--- src/rtl/ahb_cmd_master.sv ---
// ahb_cmd_master: single-outstanding command-to-AHB-Lite master.
// Accepts one read/write command and runs a NONSEQ address phase and then
// a data phase. It returns a one-cycle response pulse and can overlap the
// next address phase with the current data phase.
// Optional macro AHB_CMD_MASTER_TIMEOUT_EN adds an abort after
// TIMEOUT_CYCLES+1 consecutive data-phase wait states (rsp_err=1).
module ahb_cmd_master #(
  parameter int ADDR_W         = 32,
  parameter int DATA_W         = 32,
  parameter int TIMEOUT_CYCLES = 16
) (
  input  logic              hclk,
  input  logic              hresetn,
  // command side
  input  logic              cmd_valid,
  output logic              cmd_ready,
  input  logic              cmd_write,
  input  logic [ADDR_W-1:0] cmd_addr,
  input  logic [DATA_W-1:0] cmd_wdata,
  // response side
  output logic              rsp_valid,
  output logic              rsp_write,
  output logic [DATA_W-1:0] rsp_rdata,
  output logic              rsp_err,
  output logic              busy,
  // AHB master side
  output logic [ADDR_W-1:0] haddr,
  output logic              hwrite,
  output logic [1:0]        htrans,
  output logic [DATA_W-1:0] hwdata,
  input  logic [DATA_W-1:0] hrdata,
  input  logic              hready
);

  localparam logic [1:0] HTRANS_IDLE   = 2'b00;
  localparam logic [1:0] HTRANS_NONSEQ = 2'b10;
  localparam logic [7:0] TO_LIM        = 8'(TIMEOUT_CYCLES);

  typedef enum logic [1:0] {
    ST_IDLE = 2'd0,
    ST_ADDR = 2'd1,
    ST_DATA = 2'd2
  } state_t;

  state_t            state, state_nxt;
  logic              rst_done;     // low for the cycle after a reset edge
  logic              hready_ok;    // hready is exactly 1 (X/Z -> wait)
  logic              accept;
  logic              complete;
  logic              timeout_hit;
  logic [DATA_W-1:0] wdata_q;

  // Only a clean 1 ends a phase; an unknown hready falls to the else path.
  always_comb begin
    hready_ok = 1'b0;
    if (hready == 1'b1) hready_ok = 1'b1;
  end

`ifdef AHB_CMD_MASTER_TIMEOUT_EN
  logic [7:0] to_cnt;

  assign timeout_hit = (state == ST_DATA) && !hready_ok && (to_cnt == TO_LIM);

  // Count consecutive data-phase wait states; any other cycle clears it.
  always_ff @(posedge hclk) begin
    if (!hresetn)
      to_cnt <= 8'd0;
    else if ((state == ST_DATA) && !hready_ok && !timeout_hit)
      to_cnt <= to_cnt + 8'd1;
    else
      to_cnt <= 8'd0;
  end
`else
  logic unused_timeout;

  assign timeout_hit    = 1'b0;
  assign unused_timeout = ^TO_LIM;
`endif

  // The data phase may also take the next command when it completes.
  assign cmd_ready = rst_done &&
                     ((state == ST_IDLE) || ((state == ST_DATA) && hready_ok));
  assign accept    = cmd_valid && cmd_ready;
  assign complete  = (state == ST_DATA) && hready_ok;
  assign busy      = (state != ST_IDLE);

  // Hold cmd_ready low for the first cycle after reset.
  always_ff @(posedge hclk) begin
    if (!hresetn) rst_done <= 1'b0;
    else          rst_done <= 1'b1;
  end

  // State register.
  always_ff @(posedge hclk) begin
    if (!hresetn) state <= ST_IDLE;
    else          state <= state_nxt;
  end

  // Next-state logic: IDLE -> ADDR -> DATA -> (ADDR | IDLE).
  always_comb begin
    state_nxt = state;
    unique case (state)
      ST_IDLE: if (accept) state_nxt = ST_ADDR;
      ST_ADDR: if (hready_ok) state_nxt = ST_DATA;
      ST_DATA: begin
        if (hready_ok)        state_nxt = accept ? ST_ADDR : ST_IDLE;
        else if (timeout_hit) state_nxt = ST_IDLE;
      end
      default: state_nxt = ST_IDLE;
    endcase
  end

  // AHB bus outputs and the captured write data.
  always_ff @(posedge hclk) begin
    if (!hresetn) begin
      haddr   <= '0;
      hwrite  <= 1'b0;
      htrans  <= HTRANS_IDLE;
      hwdata  <= '0;
      wdata_q <= '0;
    end else if (accept) begin
      // A new address phase, which can overlap a completing data phase.
      haddr   <= cmd_addr;
      hwrite  <= cmd_write;
      htrans  <= HTRANS_NONSEQ;
      wdata_q <= cmd_wdata;
    end else if ((state == ST_ADDR) && hready_ok) begin
      // Enter the data phase. Reads leave hwdata at its last value.
      htrans <= HTRANS_IDLE;
      if (hwrite) hwdata <= wdata_q;
    end else if (complete || timeout_hit) begin
      // Return to idle. haddr keeps its last value.
      hwrite <= 1'b0;
      htrans <= HTRANS_IDLE;
    end
  end

  // Response pulse, one cycle after the data phase ends or aborts.
  always_ff @(posedge hclk) begin
    if (!hresetn) begin
      rsp_valid <= 1'b0;
      rsp_write <= 1'b0;
      rsp_rdata <= '0;
      rsp_err   <= 1'b0;
    end else begin
      rsp_valid <= complete || timeout_hit;
      rsp_err   <= timeout_hit;
      if (complete || timeout_hit) begin
        rsp_write <= hwrite;
        rsp_rdata <= (complete && !hwrite) ? hrdata : '0;
      end
    end
  end

endmodule

--- config.mk ---
export PLATFORM = sky130hd
export DESIGN_NAME = ahb_cmd_master
export DESIGN_NICKNAME = d
export VERILOG_FILES = /design/src/rtl/ahb_cmd_master.sv
export SDC_FILE = /design/constraint.sdc
export NUM_CORES = 1
export LEC_CHECK = 0
export CAP_MARGIN = 5
export CORE_UTILIZATION = 40
export CTS_BUF_LIST = sky130_fd_sc_hd__clkbuf_4 sky130_fd_sc_hd__clkbuf_8
export CTS_CLUSTER_SIZE = 24
export DETAILED_ROUTE_END_ITERATION = 7
export GPL_TIMING_DRIVEN = 0
export PLACE_DENSITY = 0.74
export SLEW_MARGIN = 15
export SYNTH_ARGS = -nofsm -noshare
export SYNTH_HDL_FRONTEND = slang
export SYNTH_SLANG_ARGS = --single-unit
--- constraint.sdc ---
create_clock -name hclk -period 1.9 [get_ports hclk]
set_input_delay 0.19 -clock hclk [delete_from_list [all_inputs] [get_ports hclk]]
set_output_delay 0.19 -clock hclk [all_outputs]
set_load 0.01 [all_outputs]
# Word level (Yosys, flattened, before mapping)
# Index checks and enable logic that the tools add are counted.
# W data, S select, Z words.
# word_totals
regBits	135
latch_bits	0
mem_bits_rw	0
mem_bits_ro	0
inputBits	101
output_inout_bits	104
elab_cells	45
memories	0
# op_classes
addsub	0
multipliers	0
div	0
n_lt_le_gt_ge	0
eq_ne	6
shifts	0
mux	14
bitwise_logic	1
reduce_logical	14
# ops
operator	n
$mux W32	1
$mux W2	6
$ne A2 B2 Y1 const B	4
$mux W1	6
$pmux W2 S3	1
$reduce_and A3 Y1	2
$logic_and A1 B1 Y1	5
$reduce_bool A2 Y1	2
$reduce_bool A3 Y1	1
$eq A2 B1 Y1 const B	1
$eq A2 B2 Y1 const B	1
$logic_not A2 Y1	1
$reduce_and A2 Y1	1
$logic_not A1 Y1	1
$logic_or A1 B1 Y1	1
$not A1 Y1	1

# Longest topological paths before layout
# depth
ltp_word	8
mapped_depth	7
ltp_nobuf	3

# Worst setup path before layout
# OpenSTA, ideal clock, no wires.
# synth_timing
kind	flip-flop to flip-flop
from	reg state[1]
to	reg htrans[1]
setup_ps	115
arrival_ps	1278
t_required_ps	1785
setup_slack_ps	508
stages_incl_launch_ff	8
path_buffers	4
period_less_slack_ps	1392
cell_sequence	dfxtp_1 -> buf_2 -> nand2b_4 -> and4b_1 -> clkbuf_2 -> buf_6 -> buf_6 -> o21a_1
# synth_via
elab_chain_len	6
elab_cells_between_ends	11
# synth_lines
element	line_no	rtl
start: declaration	45	state_t state, state_nxt;
start signal: assignment	96	else state <= state_nxt;
$eq A2 B2 Y1	82, 84	
$logic_and A1 B1 Y1	82, 84	
$logic_or A1 B1 Y1	82	((state == ST_IDLE) || ((state == ST_DATA) && hready_ok));
$logic_and A1 B1 Y1	81	assign cmd_ready = rst_done &&
$logic_and A1 B1 Y1	83	assign accept = cmd_valid && cmd_ready;
$reduce_bool A3 Y1 (no source line) or $mux W2 (tied branches)	-	
end signal: assignment	118	htrans <= HTRANS_IDLE;
end signal: assignment	125	htrans <= HTRANS_NONSEQ;
end signal: assignment	129	htrans <= HTRANS_IDLE;
end: declaration	29	output logic [1:0] htrans,
# Parallel ways exist; a longest one is shown, timed or not.
# A chain may end at the register's enable or synchronous reset.

# Final worst setup path
# layout_timing
from	reg hwrite
to	out hwrite
# layout_lines
element	line_no	rtl
start: declaration	28	output logic hwrite,
start signal: assignment	124	hwrite <= cmd_write;
# No word-level cell between the ends.

==> flow_summary.toml <==
[critical_path]
worst-path-max-fanout = 10
crit_type = "reg2out"
slowest_delay_ps = 620
path_buf_inv = 1
crit_path_cell_trace = "clkdlybuf4s50_1"
required_ps = 1710
arrival_ps = 1620
end_kind = "output port"
critical-path-top-delay-family = "buffers and inverters"
critPathSlowestCell = "clkdlybuf4s50_1"
cp-start-kind = "flip-flop"

[cells_and_area]
antennaDiodeCount = 0
syn2layout_area_growth_pct = 48.81
mostFrequentLayoutCell = "nand2_1"
fin_nets = 918
mostFrequentLayoutCells = "nand2_1 (228), clkdlybuf4s50_1 (199), dfxtp_1 (135)"
final_layout_size_suffix_gt1_share_pct = 7.005
utilization_pct = 62.11

[clock_tree]
clk_pin_slew_ps = 70
cts_root_buf = "clkbuf_8"
cts_hold_buf = 0
clockBufferDepth = 2
tritoncts = "yes"
h-tree-depth = 4
cts_buffers = 17
clkLatencyLatePin_ps = 440
cts.sinks = 135

[grt]
antenna_found_initial = 0
grt_use_total_pct = 21.24
grt_pass1_wl_um = 23260
grt-ovfl-total = 0
grt_max_degree = 17
grt_pass1_vias = 4700

[power]
ir_worst_vdd_uv = 353.3
internal_power_w = 0.004583
p_sw_share_pct = 22.58
p_leak_nw = 2.908
clkPwrFrac_pct = 38.5
switchingPower_w = 0.001336
comb_power_share_pct = 11.5
pwr-share-seq_pct = 50.0
p_per_area_nw_per_um2 = 743.1

[yosys]
synth.avg_cell_area_um2 = 8.981
syn_area_um2 = 5353
synth.area.top_cells = "dfxtp_1 (50%), nand2_1 (16%), mux2i_1 (12%)"
ys_seq_area_share_pct = 50.49
ys_warn_count = 0
synth_cell_types = 24
yosys_register_bits = 135
netlist_instances = 596
yosys.area.top_type = "dfxtp_1"
yosys.area.top_type_share_pct = 50.49

[drt]
vias_per_cell = 4.745
drtPass1Iterations = 6
drc_errors = 0
via_count = 4745
wl_per_cell_um = 14.49
drt.antenna.violating_nets = 0
wl_um = 14490
drtIter0Drc = 185

[status]
status = "finished, final reports clean"

[floorplanning]
ios = 205
core-area_um2 = 12820
die_x_um = 117.7
num_rows = 41
initial_core_util_pct = 41.74
die_h_um = 117.7
fp.dieArea_um2 = 13850

[sta]
min_period_ps = 1811
rsz0062_at_grt = "false"
setup_viol = 0
fin_crit_sh_pct = 95.33
final-hold-violation-count = 0
setup_slack_ps = 88.70
drv_slew = 0
skew_ps = 9.170
maxClockFrequency_mhz = 552.1

[placement]
place_hpwl_um = 10750
port_buffers = 201
place_congestion = 0.7950
post-place-ws_ps = -371.3

[job]
maxCapViolCount = 0

[worst_hold_path]
hold_path.class = "in2reg"
==> sequential cells by signal (all words and copies together) (netlist names), 2 cells and up <==
name / flops
wdata_q: 32
rsp_rdata: 32
state: 2
haddr: 32
hwdata: 32
==> logic make-up after synthesis <==
family          Yosys count  synth area share, %
other cells               1              0.07006
flops                   135                50.49
compound gates           69                9.724
xor+xnor                  1               0.1637
mux                      65                12.16
simple gates            273                22.39
buf+inv                  52                5.002
==> per-layer routing <==
layer / vias up / part of all wire, % / global-route usage [%]
met5: - / 0 / 0
met4: 0 / 2.1 / 9.135
met3: 20 / 5.6 / 5.814
met2: 137 / 49 / 35.85
met1: 2207 / 43 / 25.20
li1: 2381 / - / -
==> layout make-up <==
cell class	instances	area (µm²)
buffer	52	271.5
tap	172	215.2
clock inverter	3	40.04
clock buffer	27	340.3
multi-input combinational	410	2386
timing repair buffer	201	2009
sequential	135	2703
fill	1167	4860
==> final timing paths <==
check        startpoint          to  slack, ps  cells past startpoint
max reg2reg      hwrite  hwdata[20]        200                      5
max              hwrite      hwrite         90                      1
min reg2reg   haddr[30]   haddr[30]        460                      2
min              hready    state[1]        110                      4
==> synthesized netlist by cell type <==
| cell | count |
|---|---|
| nand2_1 | 228 |
| dfxtp_1 | 135 |
| a21boi_0 | 66 |
| mux2i_1 | 65 |
| nand3b_1 | 33 |
| clkbuf_1 | 29 |
| buf_2 | 12 |
| buf_4 | 5 |
| buf_6 | 5 |
| and3b_1 | 2 |
| and4b_1 | 2 |
| o21a_1 | 2 |
| and2_1 | 1 |
| clkbuf_2 | 1 |
| conb_1 | 1 |
| nand2b_4 | 1 |
| nand3_1 | 1 |
| nand4b_1 | 1 |
| nor2_1 | 1 |
| nor2b_1 | 1 |
| nor3b_1 | 1 |
| o211a_1 | 1 |
| or2_2 | 1 |
| xor2_1 | 1 |
==> tightest hold or removal path, delay by kind of cell <==
kind | cells | cell delay, ps
compound gates | 1 | 100
buf+inv | 1 | 100
simple gates | 2 | 130
==> metrics by stage <==
stage,instances,power [W],setup TNS (ps),cell area [µm²],hold WS [ps]
finish,1000,0.005919,0,7965,111.0
global route,1000,0.006159,0,7965,110.0
CTS,1000,0.005971,0,7961,96.49
detailed placement,970,0.003705,-18850,7584,445.2
global placement,970,0.003687,-13110,7584,441.5
floorplan,597,0.003318,0,5356,217.7
==> power by group through the flow <==
stage               logic, W  clock network (W)  registers, W
detailed placement  0.000683                  0       0.00302
global route        0.000730            0.00246       0.00297
global placement    0.000669                  0       0.00302
floorplan           0.000281                  0       0.00304
finish              0.000679            0.00228       0.00296
CTS                 0.000684            0.00233       0.00296
==> what timing repair did <==
item / 4_1_cts / 5_1_grt
cloned: 0 / 0
setup buffers: 0 / 0
setup endpoints to repair: 2 / 21
gates resized for setup: 2 / 6
Note: power is estimated with default switching activity, not from simulation.
